## src/rtl/seg7_scan_ctrl_pkg.sv

```systemverilog
`default_nettype none
// ============================================================================
//  Module   : seg7_pkg
//  Brief    : Shared state encoding and 7-segment code constants for the
//             multiplexed display controller.
//  Revision : 1.0  initial release
// ============================================================================
package seg7_pkg;

   typedef enum logic [1:0] {
      OFF   = 2'd0,
      BLANK = 2'd1,
      SHOW  = 2'd2
   } state_t;

   // Segment bit positions inside the 7-bit code: {a,b,c,d,e,f,g}
   localparam int SEG_A_BIT = 6;
   localparam int SEG_B_BIT = 5;
   localparam int SEG_C_BIT = 4;
   localparam int SEG_D_BIT = 3;
   localparam int SEG_E_BIT = 2;
   localparam int SEG_F_BIT = 1;
   localparam int SEG_G_BIT = 0;

   localparam logic [6:0] SEG_0     = 7'b1111110;
   localparam logic [6:0] SEG_1     = 7'b0110000;
   localparam logic [6:0] SEG_2     = 7'b1101101;
   localparam logic [6:0] SEG_3     = 7'b1111001;
   localparam logic [6:0] SEG_4     = 7'b0110011;
   localparam logic [6:0] SEG_5     = 7'b1011011;
   localparam logic [6:0] SEG_6     = 7'b1011111;
   localparam logic [6:0] SEG_7     = 7'b1110000;
   localparam logic [6:0] SEG_8     = 7'b1111111;
   localparam logic [6:0] SEG_9     = 7'b1111011;
   localparam logic [6:0] SEG_BLANK = 7'b0000000;

   function automatic logic [6:0] bcd_decode(input logic [3:0] bcd);
      logic [6:0] code;
      case (bcd)
         4'd0:    code = SEG_0;
         4'd1:    code = SEG_1;
         4'd2:    code = SEG_2;
         4'd3:    code = SEG_3;
         4'd4:    code = SEG_4;
         4'd5:    code = SEG_5;
         4'd6:    code = SEG_6;
         4'd7:    code = SEG_7;
         4'd8:    code = SEG_8;
         4'd9:    code = SEG_9;
         default: code = SEG_BLANK;
      endcase
      return code;
   endfunction

endpackage
`default_nettype wire

```

## src/rtl/seg7_scan_ctrl_bcd_to_seg7.sv

```systemverilog
`default_nettype none
// ============================================================================
//  Module   : bcd_to_seg7
//  Brief    : Combinational BCD to 7-segment decoder; codes 10..15 are blank.
//  Revision : 1.0  initial release
// ============================================================================
module bcd_to_seg7
   import seg7_pkg::*;
(
   input  logic [3:0] bcd,
   output logic [6:0] seg
);

   assign seg = bcd_decode(bcd);

endmodule
`default_nettype wire

```

## src/rtl/seg7_scan_ctrl.sv

```systemverilog
`default_nettype none
// ============================================================================
//  Module   : seg7_scan_ctrl
//  Brief    : Time-multiplexed 7-segment scan controller with blank gap,
//             per-slot BCD snapshot and leading-zero suppression.
//  Revision : 1.0  initial release
// ============================================================================
module seg7_scan_ctrl
   import seg7_pkg::*;
#(
   parameter int NUM_DIGITS   = 4,
   parameter int SHOW_CYCLES  = 1000,
   parameter int BLANK_CYCLES = 2
)(
   input  logic                    clk,
   input  logic                    rst_n,
   input  logic                    enable,
   input  logic                    lz_blank,
   input  logic [4*NUM_DIGITS-1:0] digits,
   output logic [6:0]              seg,
   output logic [NUM_DIGITS-1:0]   an,
   output logic                    frame_done
);

   localparam int CNT_MAX = (SHOW_CYCLES > BLANK_CYCLES) ? SHOW_CYCLES : BLANK_CYCLES;
   localparam int CNT_W   = (CNT_MAX > 1) ? $clog2(CNT_MAX) : 1;
   localparam int IDX_W   = $clog2(NUM_DIGITS);

   localparam logic [CNT_W-1:0] c_blank_last = CNT_W'(BLANK_CYCLES - 1);
   localparam logic [CNT_W-1:0] c_show_last  = CNT_W'(SHOW_CYCLES - 1);
   localparam logic [IDX_W-1:0] c_idx_last   = IDX_W'(NUM_DIGITS - 1);

   state_t                  r_state;
   logic [IDX_W-1:0]        r_idx;
   logic [CNT_W-1:0]        r_cnt;
   logic [3:0]              r_snapshot;
   logic [6:0]              r_seg;
   logic [NUM_DIGITS-1:0]   r_an;
   logic                    r_frame_done;

   logic [3:0]              w_nibble;
   logic                    w_latch;
   logic [3:0]              w_snap_next;
   logic [6:0]              w_seg_dec;
   logic                    w_upper_zero;
   logic                    w_suppress;
   logic [NUM_DIGITS-1:0]   w_onehot;

   assign w_nibble    = digits[{r_idx, 2'b00} +: 4];
   assign w_latch     = (r_state == BLANK) && (r_cnt == c_blank_last);
   assign w_snap_next = w_latch ? w_nibble : r_snapshot;

   bcd_to_seg7 u_dec (
      .bcd (w_snap_next),
      .seg (w_seg_dec)
   );

   // Suppressed only if this digit and every more-significant digit is zero.
   always_comb begin
      w_upper_zero = 1'b1;
      for (int i = 0; i < NUM_DIGITS; i++) begin
         if ((i >= int'(r_idx)) && (digits[4*i +: 4] != 4'd0)) begin
            w_upper_zero = 1'b0;
         end
      end
   end

   assign w_suppress = lz_blank && (r_idx != '0) && w_upper_zero;

   always_comb begin
      w_onehot        = '0;
      w_onehot[r_idx] = 1'b1;
   end

   always_ff @(posedge clk or negedge rst_n) begin
      if (!rst_n) begin
         r_state      <= OFF;
         r_idx        <= '0;
         r_cnt        <= '0;
         r_snapshot   <= '0;
         r_seg        <= '0;
         r_an         <= '0;
         r_frame_done <= 1'b0;
      end else if (!enable) begin
         r_state      <= OFF;
         r_idx        <= '0;
         r_cnt        <= '0;
         r_seg        <= '0;
         r_an         <= '0;
         r_frame_done <= 1'b0;
      end else begin
         case (r_state)
            OFF: begin
               r_state      <= BLANK;
               r_idx        <= '0;
               r_cnt        <= '0;
               r_seg        <= '0;
               r_an         <= '0;
               r_frame_done <= 1'b0;
            end
            BLANK: begin
               r_frame_done <= 1'b0;
               if (w_latch) begin
                  r_snapshot <= w_nibble;
                  r_cnt      <= '0;
                  r_state    <= SHOW;
                  r_seg      <= w_suppress ? SEG_BLANK : w_seg_dec;
                  r_an       <= w_suppress ? '0 : w_onehot;
               end else begin
                  r_cnt <= r_cnt + 1'b1;
                  r_seg <= '0;
                  r_an  <= '0;
               end
            end
            SHOW: begin
               if (r_cnt == c_show_last) begin
                  r_cnt        <= '0;
                  r_state      <= BLANK;
                  r_seg        <= '0;
                  r_an         <= '0;
                  r_frame_done <= (r_idx == c_idx_last);
                  r_idx        <= (r_idx == c_idx_last) ? '0 : r_idx + 1'b1;
               end else begin
                  r_cnt        <= r_cnt + 1'b1;
                  r_frame_done <= 1'b0;
               end
            end
            default: begin
               r_state      <= OFF;
               r_idx        <= '0;
               r_cnt        <= '0;
               r_seg        <= '0;
               r_an         <= '0;
               r_frame_done <= 1'b0;
            end
         endcase
      end
   end

   assign seg        = r_seg;
   assign an         = r_an;
   assign frame_done = r_frame_done;

endmodule
`default_nettype wire

```

## config.mk

```make
export PLATFORM = sky130hd
export DESIGN_NAME = seg7_scan_ctrl
export DESIGN_NICKNAME = d
export VERILOG_FILES = /design/src/rtl/seg7_scan_ctrl_pkg.sv /design/src/rtl/seg7_scan_ctrl_bcd_to_seg7.sv /design/src/rtl/seg7_scan_ctrl.sv
export SDC_FILE = /design/constraint.sdc
export NUM_CORES = 1
export LEC_CHECK = 0
export ABC_AREA = 1
export BUFFER_PORTS_ARGS = -buffer_cell sky130_fd_sc_hd__buf_2
export CORE_MARGIN = 4
export CORE_UTILIZATION = 50
export CTS_BUF_LIST = sky130_fd_sc_hd__clkbuf_4 sky130_fd_sc_hd__clkbuf_8 sky130_fd_sc_hd__clkbuf_16
export DETAILED_ROUTE_END_ITERATION = 6
export PLACE_DENSITY = 0.74
export SLEW_MARGIN = 0
export SYNTH_ARGS = -nofsm -noshare
export SYNTH_HDL_FRONTEND = slang
export SYNTH_SLANG_ARGS = --single-unit
```

## constraint.sdc

```tcl
create_clock -name clk -period 2.5 [get_ports clk]
set_input_delay 0.125 -clock clk [delete_from_list [all_inputs] [get_ports clk]]
set_output_delay 0.125 -clock clk [all_outputs]
set_load 0.05 [all_outputs]
```

==> Word-level counts from Yosys, hierarchy flattened <==
Memories as Yosys holds them, arrays and structs flattened.
Cells that the tools add are included.
{ "op_classes": {"add_sub_neg": 2, "n_lt_le_gt_ge": 5, "eq_ne": 8, "shift": 1, "muxes": 32, "n_reduce_logical": 16} }
{ "op_table": {"columns": ["operator", "n"], "rows": [
  ["two-way mux 10 bit", 3],
  ["two-way mux 7 bit", 4],
  ["two-way mux 4 bit", 5],
  ["case mux 10 bit (2 select lines)", 1],
  ["nonzero test 4 bit", 4],
  ["indexed part select 16 x 5 -> 4 bit", 1],
  ["case mux 7 bit (2 select lines)", 1],
  ["two-way mux 2 bit", 6],
  ["adder 10 x 1 -> 10 bit, second input constant", 1],
  ["equality test 10 x 1 -> 1 bit, second input constant", 1],
  ["equality test 10 bit, second input constant", 1],
  ["two-way mux 1 bit", 8],
  ["case mux 4 bit (2 select lines)", 1],
  ["logical AND 1 bit", 7],
  ["!= test 3 bit, second input constant", 2],
  ["case mux 2 bit (3 select lines)", 1],
  ["AND reduction 2 bit", 3],
  ["equality test 2 bit, second input constant", 2],
  [">= comparator 1 x 2 -> 1 bit, first input constant", 2],
  ["case mux 2 bit (2 select lines)", 1],
  ["< comparator 2 x 3 -> 1 bit, second input constant", 1],
  ["adder 2 x 1 -> 2 bit, second input constant", 1],
  ["demux 1 bit (select 2 bit)", 1],
  ["equality test 2 x 1 -> 1 bit, second input constant", 1],
  ["other kinds (5)", 5]
]} }
{ "word_totals": {"ff_bits": 30, "mem_bits_ro": 112, "inputBits": 20, "wordCells": 72, "n_memories": 1} }
{ "memory_table": {"columns": ["memory", "depth", "width", "rd", "rd_clocked_by_memory_dff", "wr", "line", "text"], "rows": [
  ["(name not given)", 16, 7, 1, 0, 0, "seg7_scan_ctrl_pkg.sv:39", "case (bcd)"]
]} }

==> Longest topological paths before layout <==
Gate-level depths: netlist (run 1).
{ "logic_depth": {"depth_word": 11, "mapped_depth": 14, "depth_no_buf": 14} }

==> Modules after synthesis <==
From an unflattened synthesis (run 1), not the netlist that was laid out.
{ "hier_totals": {"hier_cells": 288, "hier_area_um2": 2137.0} }
{ "modules_own_cells": {"columns": ["mod", "instances", "cells_per_inst", "area_each_um2", "seq_area_each_um2"], "rows": [
  ["seg7_scan_ctrl", 1, 249, 1926.8, 750.7],
  ["bcd_to_seg7", 1, 39, 210.2, 0.0]
]} }

==> Worst setup path before layout (run 1) <==
No wires, ideal clock.
{ "synth_timing": {"kind": "register -> register", "from": "register r_state[1]", "to": "register r_seg[0] (netlist: seg[0])", "setup_ns": 0.066, "arrival_ns": 1.753, "required_time_ns": 2.434, "setup_slack_ns": 0.681, "path_stages_with_launch": 13, "path_buffers": 1, "period_less_slack_ns": 1.819, "path_cell_list": "dfrtp_1 -> inv_1 -> ha_1 -> buf_16 -> nand3_2 -> o21ai_2 -> inv_1 -> ha_1 -> inv_1 -> nand3_1 -> nand3_1 -> nand3_1 -> nand2_1"} }
{ "synth_between": {"elab_chain_cells": 8} }
{ "synth_rtl": {"columns": ["item", "line", "text"], "rows": [
  ["from (decl)", "seg7_scan_ctrl.sv:33", "state_t r_state;"],
  ["from (signal assigned)", "seg7_scan_ctrl.sv:77", "r_state <= OFF;"],
  ["from (signal assigned)", "seg7_scan_ctrl.sv:85", "r_state <= OFF;"],
  ["from (signal assigned)", "seg7_scan_ctrl.sv:94", "r_state <= BLANK;"],
  ["equality test 2 x 1 -> 1 bit", "seg7_scan_ctrl.sv:50", "assign w_latch = (r_state == BLANK) && (r_cnt == c_blank_last);"],
  ["logical AND 1 bit", "seg7_scan_ctrl.sv:50", null],
  ["two-way mux 4 bit", null, null],
  ["via u_dec.bcd[0]", "seg7_scan_ctrl_bcd_to_seg7.sv:10", "input logic [3:0] bcd,"],
  ["memory (16 x 7 bit)", null, null],
  ["two-way mux 7 bit", "seg7_scan_ctrl.sv:107", "r_seg <= w_suppress ? SEG_BLANK : w_seg_dec;"],
  ["two-way mux 7 bit", "seg7_scan_ctrl.sv:103", "if (w_latch) begin"],
  ["case mux 7 bit (2 select lines)", "seg7_scan_ctrl.sv:92", "case (r_state)"],
  ["two-way mux 7 bit", "seg7_scan_ctrl.sv:84", "end else if (!enable) begin"],
  ["to (signal assigned)", "seg7_scan_ctrl.sv:107", null],
  ["to (decl)", "seg7_scan_ctrl.sv:37", "logic [6:0] r_seg;"]
]} }
The timed path passes the listed nets, and every way through them passes these cells.
A chain may end at the register's enable or synchronous reset.

==> Final worst setup path (run 1) <==
{ "layout_timing": {"from": "register r_idx[0]", "to": "register r_seg[0] (netlist: seg[0])"} }
{ "layout_lines": {"columns": ["item", "line", "text"], "rows": [
  ["from (decl)", "seg7_scan_ctrl.sv:34", "logic [IDX_W-1:0] r_idx;"],
  ["from (signal assigned)", "seg7_scan_ctrl.sv:122", "r_idx <= (r_idx == c_idx_last) ? '0 : r_idx + 1'b1;"],
  ["indexed part select 16 x 5 -> 4 bit", "seg7_scan_ctrl.sv:49", "assign w_nibble = digits[{r_idx, 2'b00} +: 4];"],
  ["two-way mux 4 bit", null, null],
  ["via u_dec.bcd[0]", "seg7_scan_ctrl_bcd_to_seg7.sv:10", null],
  ["memory (16 x 7 bit)", null, null],
  ["two-way mux 7 bit", "seg7_scan_ctrl.sv:107", null],
  ["two-way mux 7 bit", "seg7_scan_ctrl.sv:103", null],
  ["case mux 7 bit (2 select lines)", "seg7_scan_ctrl.sv:92", null],
  ["two-way mux 7 bit", "seg7_scan_ctrl.sv:84", null]
]} }
The timed path passes the listed nets, and every way through them passes these cells.

==> flow_summary.yaml, run 1 <==
placement:
  io_buffers: 31
  place.gp.congestion: 0.936
  dp_hpwl_mm: 3.49
  dp_cells: 348
cells_and_area:
  nFillCells: 377
  nNetsFinal: 342
  fin_util_pct: 59.5
  antenna_cells: 0
  seqCellArea_um2: 751
  area_delta_synth_final_pct: 12.5
  instances_no_fill: 357
  drive_gt1_share_pct: 25.1
  multi_input_area_um2: 1230
sta:
  hold_viol_final: 0
  drv_slew: 0
  setup_viol: 0
  max-slew-margin-rel_pct: 55.4
  post-route-period-util_pct: 81.8
  fin_skew_ns: 0.00540
  grt_setup_unrepaired: "no"
  setup-tns-final_ns: 0
  worst_pin_slew_ns: 0.669
  clock.fmax_ghz: 0.489
  fin_hold_ws_ns: 0.157
  fin_crit_ns: 2.05
power:
  power_density_nw_per_um2: 543
  pwr-share-comb_pct: 28.1
  vdd_ir_drop_max_v: 0.000353
  p_leak_nw: 1.29
  pwr-share-clk_pct: 31.7
  p_switching_uw: 448
  power_mw: 1.32
  power_frac_seq_pct: 40.2
  swShare_pct: 33.9
  p_int_uw: 874
run:
  max_cap_viol_count: 0
logic_synthesis:
  synth_ff_type: "dfrtp_1"
  synthTopCellsByCount: "nand2_1 (67), dfrtp_1 (30), nand3_1 (28)"
  synth_area_leaders: "dfrtp_1 (35%), nand2_1 (12%), ha_1 (9.3%), nand3_1 (6.5%), inv_1 (4.7%)"
  async_reset_ff_share_pct: 100
  seq_area_frac_synth_pct: 34.7
  syn_area_per_cell_um2: 7.98
  synth_edf_count: 0
  synthDistinctLibCells: 30
  yosysMostFrequentCell: "nand2_1"
  syn_nets: 307
  synth_cells: 271
  yosysWarningCount: 0
  yosys.area.top_type: "dfrtp_1"
  synth_top_area_share_pct: 34.7
  ys_seq_elements: 30
  synth_area_um2: 2160
cts:
  insertion_delay_ns: 0.29
  root_buffer: "clkbuf_8"
  ctsResizeCount: 0
  cts_buffers: 5
  clock_sinks: 30
  cts_max_level: 2
  cts_tree: "yes"
  max-clock-path-buffers: 2
  path_clk_slew_ns: 0.06
critical_path:
  crit_type: "register to register"
  worstPathArrival_ns: 2.27
  crit_path_end_kind: "register"
  required_ns: 2.72
  cp_max_fo: 14
  start_kind: "register"
floorplanning:
  placeableCoreArea_um2: 4090
  die_h_um: 73.8
  pin_count: 32
  initial_core_util_pct: 52.9
  dieArea_um2: 5440
  row_count: 23
  die_x_um: 73.8
hold_path:
  holdCritPathClass: "input pin to register"
global_route:
  grt-ovfl-total: 0
  grt_first_pass_wirelength_mm: 7.77
  grt_pass1_vias: 1707
  antenna_found_initial: 0
  grt_max_degree: 31
  grt_use_total_pct: 18.5
routing:
  drc: 0
  via_per_inst: 5.11
  first_pass_iters: 5
  vias: 1825
  drt_wl_total_mm: 4.47
  antenna_left: 0
  wl_per_cell_um: 12.5
  drtIter0Drc: 103
run_status:
  outcome: "finished, final reports clean"
-- sequential cells by signal, summed over array words and instances (netlist names) --
signal      cells
an              4
frame_done      1
r_cnt          10
r_snapshot      4
r_state         2
r_idx           2
seg             7
-- power groups by stage --
stage	clock network, mW	registers [mW]	logic, mW
3_3_place_gp	0	0.539	0.361
6_report	0.420	0.531	0.371
2_1_floorplan	0	0.543	0.294
5_1_grt	0.456	0.534	0.426
4_1_cts	0.426	0.531	0.374
3_5_place_dp	0	0.539	0.369
-- cell usage in the layout (no fill, tap or decap), drive strengths merged --
cell type,instances
nand2,78
a21oi,6
nor3,8
inv,31
buf,32
nand3b,1
dfrtp,30
nor2,34
nor3b,1
ha,16
o21ai,18
nand3,34
dlygate4sd3,1
clkbuf,7
xor2,4
clkinv,1
nand4,5
-- area by class of cell --
| type | instances | share of cell area (%) |
|---|---|---|
| tap | 50 | 2.57 |
| clock inverter | 1 | 0.206 |
| multi-input combinational | 205 | 50.8 |
| sequential | 30 | 30.9 |
| clock buffer | 7 | 3.70 |
| timing repair buffer | 33 | 7.10 |
| inverter | 31 | 4.78 |
-- metal layers --
metal	global-route usage, %	wire length [um]	vias to the layer above	share of wire (%)
met4	6.04	61	0	1.4
met2	29.4	2050	38	46
met5	0	0	-	0
met1	24.9	2120	840	47
li1	-	-	941	-
met3	4.10	237	6	5.3
-- path summary, 6_finish.rpt --
| kind | startpoint | to | cells after the start | slack (ns) |
|---|---|---|---|---|
| setup / recovery | r_idx[0] | seg[0] | 11 | 0.45 |
| max in group asynchronous | rst_n | an[3] | 2 | 1.66 |
| hold reg to reg | seg[2] | seg[2] | 2 | 0.48 |
| hold / removal | enable | r_state[1] | 3 | 0.16 |
| min in group asynchronous | rst_n | r_cnt[6] | 2 | 0.41 |
| setup reg to reg | r_idx[0] | seg[0] | 11 | 0.45 |
-- stage by stage --
stage	area, um2	setup slack [ns]
5_1_grt	2430	0.222
2_1_floorplan	2160	0.681
4_1_cts	2430	0.443
3_5_place_dp	2330	0.462
3_3_place_gp	2330	0.585
6_report	2430	0.455
-- worst max-delay path: stages (launching register included) --
cell and delay [ns]:
dfrtp_1 0.59, inv_2 0.17, o21ai_0 0.19, nand2_1 0.09, o21ai_2 0.26, inv_1 0.11
ha_1 0.20, inv_1 0.05, nand3_1 0.09, nand3_1 0.10, nand3_1 0.07, nand2_1 0.06
-- cell families after synthesis --
| family | Yosys count | synth area share (%) |
|---|---|---|
| AOI/OAI and AO/OA | 24 | 6.60 |
| xor gates and xnor gates | 4 | 1.62 |
| buffers and inverters | 36 | 8.16 |
| and+or+nand+nor | 161 | 39.6 |
| DFF | 30 | 34.7 |
| adders and majority gates | 16 | 9.26 |
-- repair_timing --
action / 4_1_cts / 5_1_grt
buffers inserted: 0 / 0
hold buffers: 1 / 0
hold endpoints to repair: 30 / 0
endpoints found under the setup margin: 0 / 0
No activity file was read; power rests on OpenSTA's default activity.
==> run 2: changes to the inputs <==
--- a/config.mk
+++ b/config.mk
@@ -5,13 +5,13 @@
 export SDC_FILE = /design/constraint.sdc
 export NUM_CORES = 1
 export LEC_CHECK = 0
-export ABC_AREA = 1
+export ABC_AREA = 0
 export BUFFER_PORTS_ARGS = -buffer_cell sky130_fd_sc_hd__buf_2
 export CORE_MARGIN = 4
 export CORE_UTILIZATION = 50
 export CTS_BUF_LIST = sky130_fd_sc_hd__clkbuf_4 sky130_fd_sc_hd__clkbuf_8 sky130_fd_sc_hd__clkbuf_16
 export DETAILED_ROUTE_END_ITERATION = 6
-export PLACE_DENSITY = 0.74
+export PLACE_DENSITY = 0.78
 export SLEW_MARGIN = 0
 export SYNTH_ARGS = -nofsm -noshare
 export SYNTH_HDL_FRONTEND = slang
==> constraint.sdc (replaced) <==
create_clock -name clk -period 1.74 [get_ports clk]
set_input_delay 0.087 -clock clk [delete_from_list [all_inputs] [get_ports clk]]
set_output_delay 0.087 -clock clk [all_outputs]
set_load 0.05 [all_outputs]
==> run 2 against run 1 <==
Effect of this change:
- first-iteration DRC count shrank 3.9%
- critical path depth fell by 2
- the flow now finishes with violations (setup timing)
- flip-flop and latch count stayed put
- largest cell class unchanged
- register-to-register slack lost 0.94 ns
==> flow_summary.yaml, run 2 <==
cts:
  path_clk_slew_ns: 0.06
  cts_tree: "yes"
  cts_buffers: 5
  clock_sinks: 30
  max-clock-path-buffers: 2
  cts_max_level: 2
  root_buffer: "clkbuf_8"
  insertion_delay_ns: 0.29
floorplanning:
  die_x_um: 68.7
  dieArea_um2: 4720
  placeableCoreArea_um2: 3440
  pin_count: 32
  initial_core_util_pct: 53.5
  die_h_um: 68.7
  row_count: 21
sta:
  clock.fmax_ghz: 0.450
  post-route-period-util_pct: 128
  fin_crit_ns: 2.22
  hold_viol_final: 0
  fin_skew_ns: 0.00458
  worst_pin_slew_ns: 0.682
  drv_slew: 0
  max-slew-margin-rel_pct: 54.6
  setup_viol: 26
  grt_setup_unrepaired: "yes"
  fin_ws_ns: -0.483
  setup-tns-final_ns: -7.85
cells_and_area:
  fin_util_pct: 78.6
  antenna_cells: 0
  drive_gt1_share_pct: 48.6
  layout_commonest_cell: "buf_4"
  largest_reg_flops: 10
  nNetsFinal: 295
  nFillCells: 190
  largest_register: "r_cnt"
  final_cell_mix: "buf_4 (38), buf_2 (32), dfrtp_1 (30)"
  area_delta_synth_final_pct: 46.8
global_route:
  grt_first_pass_wirelength_mm: 7.60
  grt_max_degree: 31
  grt_pass1_vias: 1660
  grt_use_total_pct: 22.2
  grt-ovfl-total: 0
  antenna_found_initial: 0
critical_path:
  start_kind: "register"
  required_ns: 1.92
  path_buf_inv: 2
  cpMaxStageDelayCell: "dfrtp_1"
  timing.rr.start: "r_cnt[1]"
  regToRegSetupSlack_ns: -0.48
  slowest_delay_ns: 0.39
  worstSetupPathDepth: 9
  cp_max_fo: 4
  timing.rr.end: "seg[0]"
  crit_type: "register to register"
  critPathTopFamily: "simple AND/OR/NAND/NOR gates"
  crit_path_end_kind: "register"
  path_cells: "inv_1 -> ha_1 -> nor4b_4 -> nand4_4 -> buf_6 -> mux2_4 -> xnor2_1 -> a21o_1 -> a22o_1"
  worstPathArrival_ns: 2.40
  r2r_cells: 9
logic_synthesis:
  synth_top_area_share_pct: 40.7
  ys_seq_elements: 30
  yosysMostFrequentCell: "dfrtp_1"
  syn_nets: 211
  yosys.area.top_type: "dfrtp_1"
  synth_area_um2: 1840
  syn_area_per_cell_um2: 10.5
  synthDistinctLibCells: 43
  synth_edf_count: 0
  synth_ff_type: "dfrtp_1"
  yosysWarningCount: 0
  seq_area_frac_synth_pct: 40.7
  synth_cells: 175
  synth_area_leaders: "dfrtp_1 (41%), ha_1 (11%), nor2_1 (4.7%), a22o_1 (3.8%), mux4_2 (3.7%)"
  synthTopCellsByCount: "dfrtp_1 (30), nor2_1 (23), ha_1 (16)"
  async_reset_ff_share_pct: 100
routing:
  drtIter0Drc: 99
  via_per_inst: 5.52
  drt_wl_total_mm: 5.26
  first_pass_iters: 4
  antenna_left: 0
  drc: 0
  vias: 1684
  wl_per_cell_um: 17.2
hold_path:
  hp-start: "enable"
  hold_end: "r_idx[0]"
  holdCritPathClass: "input pin to register"
  holdPathStages: 2
run:
  max_cap_viol_count: 0
power:
  power_density_nw_per_um2: 814
  vdd_ir_drop_max_v: 0.000580
  p_leak_nw: 1.31
placement:
  dp_hpwl_mm: 3.27
  io_buffers: 31
  place.gp.congestion: 0.797
run_status:
  outcome: "finished, violations left"
  violations: "setup timing"
==> run 2: worst reg2reg max path, stage by stage, from the launching register on <==
cell and delay (ns):
dfrtp_1 0.39, inv_1 0.07, ha_1 0.17, nor4b_4 0.27
nand4_4 0.21, buf_6 0.18, mux2_4 0.32, xnor2_1 0.13
a21o_1 0.18, a22o_1 0.20
==> run 2: routing by layer <==
metal	track usage [%]	share of wire, %	wire, um
met5	0	0	0
met4	13.1	3.4	178
met3	5.19	4.2	222
met2	36.8	53	2780
met1	26.1	40	2080
==> run 2: worst max-delay path by stage <==
stage	to	start	slack, ns
after floorplan	seg[3]	r_cnt[1]	-0.27
after global placement	seg[0]	r_cnt[1]	-0.27
after detailed placement	seg[0]	r_cnt[1]	-0.42
after CTS	seg[0]	r_cnt[1]	-0.38
after global routing	seg[0]	r_cnt[1]	-0.63
final	seg[0]	r_cnt[1]	-0.48
==> run 2: logic make-up after synthesis <==
| kind of cell | share of synthesized area, % |
|---|---|
| muxes | 10.2 |
| DFF | 40.7 |
| adders and majority gates | 10.9 |
| xor gates and xnor gates | 4.28 |
| AOI/OAI and AO/OA | 11.3 |
| and+or+nand+nor | 18.1 |
| buffers and inverters | 4.55 |
==> run 2: final cells by class <==
type | count | area [um2] | share of cell area [%]
multi-input cells | 129 | 1170 | 43.2
repair buffers | 83 | 608 | 22.5
flip-flops and latches | 30 | 751 | 27.8
well taps | 46 | 57.6 | 2.13
inverters | 10 | 37.5 | 1.39
clock buffers | 7 | 83.8 | 3.10
==> run 2: timing repair <==
item,CTS,global route
setup endpoints to repair,23,29
setup buffers,8,4
gates cloned,0,1
hold buffers,1,0
pin swaps,1,5
hold endpoints to repair,30,0
resized for setup,10,28
==> run 2: metrics by stage <==
stage / area (um2) / power [mW] / std cells / setup slack [ns] / hold slack, ns
2_1_floorplan: 1870 / 1.17 / 175 / -0.273 / -0.209
3_3_place_gp: 2330 / 1.34 / 284 / -0.271 / 0.159
3_5_place_dp: 2330 / 1.37 / 284 / -0.421 / 0.168
4_1_cts: 2530 / 2.00 / 300 / -0.376 / 0.126
5_1_grt: 2710 / 2.31 / 305 / -0.628 / 0.134
6_report: 2710 / 2.20 / 305 / -0.483 / 0.129
==> run 2: power by group <==
| part | leakage, nW | internal (mW) | total (mW) | switching [mW] |
|---|---|---|---|---|
| clock network | 0.0452 | 0.306 | 0.567 | 0.261 |
| logic | 0.862 | 0.432 | 0.846 | 0.414 |
| registers | 0.401 | 0.739 | 0.787 | 0.0481 |
| total | 1.31 | 1.48 | 2.20 | 0.724 |
==> run 3: changes to the inputs <==
--- a/config.mk
+++ b/config.mk
@@ -5,13 +5,13 @@
 export SDC_FILE = /design/constraint.sdc
 export NUM_CORES = 1
 export LEC_CHECK = 0
-export ABC_AREA = 0
+export ABC_AREA = 1
 export BUFFER_PORTS_ARGS = -buffer_cell sky130_fd_sc_hd__buf_2
 export CORE_MARGIN = 4
 export CORE_UTILIZATION = 50
 export CTS_BUF_LIST = sky130_fd_sc_hd__clkbuf_4 sky130_fd_sc_hd__clkbuf_8 sky130_fd_sc_hd__clkbuf_16
 export DETAILED_ROUTE_END_ITERATION = 6
-export PLACE_DENSITY = 0.78
+export PLACE_DENSITY = 0.77
 export SLEW_MARGIN = 0
 export SYNTH_ARGS = -nofsm -noshare
 export SYNTH_HDL_FRONTEND = slang
==> run 3 against run 2 <==
Effect of this change:
- the flow still finishes with violations (setup timing)
- flip-flop and latch count unchanged
- clock power increased by 5.6%
- highest routed layer unchanged
- wire length increased by 1.9%
- core utilization decreased by 7.9 points
- die area increased by 15%
- register-to-register slack improved by 0.39 ns
- final cell count increased by 30%
- design area increased by 6.8%
- first-iteration DRC count decreased by 6.1%
==> flow_summary.yaml, run 3 (same netlist as run 1, synthesis figures left out) <==
run_status:
  outcome: "finished, violations left"
  violations: "setup timing"
critical_path:
  crit_path_end_kind: "register"
  cpMaxStageDelayCell: "dfrtp_1"
  cp_max_fo: 6
  crit_type: "register to register"
  path_cells: "nor2_4 -> nand2_2 -> nor2_4 -> nand3_4 -> o21ai_4 -> inv_2 -> ha_2 -> inv_2 -> nand3_2 -> nand3_1 -> nand3_1 -> nand2_1"
  worstPathArrival_ns: 2.06
  slowest_delay_ns: 0.41
  required_ns: 1.97
  start_kind: "register"
floorplanning:
  initial_core_util_pct: 52.9
  placeableCoreArea_um2: 4090
  die_x_um: 73.8
  die_h_um: 73.8
  pin_count: 32
  row_count: 23
  dieArea_um2: 5440
sta:
  worst_pin_slew_ns: 0.671
  setup_viol: 4
  clock.fmax_ghz: 0.545
  fin_crit_ns: 1.84
  post-route-period-util_pct: 105
  hold_viol_final: 0
  fin_skew_ns: 0.00768
  grt_setup_unrepaired: "yes"
  drv_slew: 0
  max-slew-margin-rel_pct: 55.3
  fin_ws_ns: -0.0950
cells_and_area:
  nNetsFinal: 380
  area_delta_synth_final_pct: 33.7
  seqCellArea_um2: 752
  largest_reg_flops: 10
  instances_no_fill: 395
  nFillCells: 322
  drive_gt1_share_pct: 41.2
  largest_register: "r_cnt"
  multi_input_area_um2: 1400
  final_cell_mix: "nand2_1 (63), buf_4 (36), buf_2 (31)"
  layout_commonest_cell: "nand2_1"
  antenna_cells: 0
cts:
  root_buffer: "clkbuf_8"
  cts_max_level: 2
  insertion_delay_ns: 0.29
  cts_tree: "yes"
  clock_sinks: 30
  max-clock-path-buffers: 2
  cts_buffers: 5
  path_clk_slew_ns: 0.07
power:
  power_mw: 2.12
  p_leak_nw: 1.49
  vdd_ir_drop_max_v: 0.000421
  power_density_nw_per_um2: 735
placement:
  io_buffers: 31
  place.gp.congestion: 0.877
  dp_cells: 375
  pre_cts_slack_ns: -0.0695
  dp_hpwl_mm: 3.66
hold_path:
  holdCritPathClass: "input pin to register"
routing:
  wl_per_cell_um: 13.6
  drt_wl_total_mm: 5.36
  vias: 2026
  drtIter0Drc: 93
  via_per_inst: 5.13
  antenna_left: 0
  drc: 0
  first_pass_iters: 4
global_route:
  grt_first_pass_wirelength_mm: 8.45
  grt_max_degree: 31
  antenna_found_initial: 0
  grt-ovfl-total: 0
  grt_use_total_pct: 20.3
  grt_pass1_vias: 1871
run:
  max_cap_viol_count: 0
[run 3: cell count changes in the layout (fill, tap and decap cells not counted), sizes merged, moves of 8 or more]
| cell | previous run | this run |
|---|---|---|
| nand2 | 11 | 78 |
| nand3 | 9 | 35 |
| inv | 10 | 31 |
| buf | 82 | 69 |
| o21ai | 5 | 18 |
| nor2 | 23 | 34 |
| a22o | 8 | 0 |
[run 3: through the flow]
stage	TNS [ns]	hold WS (ns)	util [%]	cell area, um2
floorplan	0	-0.209	-	2210
global placement	0	0.154	63.4	2590
detailed placement	-0.234	0.160	63.4	2590
CTS	-0.0339	0.135	67.0	2740
global route	-0.964	0.190	70.7	2890
finish	-0.223	0.162	70.7	2890
[run 3: worst paths after layout]
check	cells past startpoint	slack, ns	startpoint	to
worst max-delay path	12	-0.1	r_cnt[9]	seg[0]
worst min-delay path	3	0.16	enable	r_state[1]
worst max register to register	12	-0.1	r_cnt[9]	seg[0]
worst min register to register	2	0.47	an[2]	an[2]
max in group asynchronous	2	0.90	rst_n	r_idx[0]
min in group asynchronous	2	0.36	rst_n	r_cnt[7]
[run 3: critical path, delay by kind of cell (launching register included)]
family          cells  cell delay (ns)
flops               1             0.41
compound gates      1             0.24
fa+ha+maj           1             0.19
buf+inv             2             0.13
simple gates        8             0.79
[run 3: final cells by class]
type	instances	area share [%]
multi-input cells	206	48.4
clock buffers	7	3.12
repair buffers	70	16.1
well taps	50	2.16
inverters	31	4.03
flip-flops and latches	30	26.0
clock inverters	1	0.173
[run 3: layer usage]
layer / vias to the layer above / GRT usage [%] / part of all wire (%)
met4: 0 / 6.64 / 2.2
met2: 44 / 33.4 / 47
met1: 951 / 26.3 / 46
met5: - / 0 / 0
met3: 12 / 4.65 / 4.6
li1: 1019 / - / -
[run 3: repair_timing]
item                                    CTS  global route
gates cloned                              0             1
hold endpoints to repair                 30             0
gates resized for setup                   4            27
hold buffers                              1             0
pin swaps                                 6            10
setup buffers                             4             6
endpoints found under the setup margin    7            18
[run 3: report_power, final]
part | internal (mW) | total [mW] | switching (mW)
Sequential | 0.733 | 0.767 | 0.0340
Combinational | 0.307 | 0.758 | 0.452
Clock | 0.334 | 0.599 | 0.265
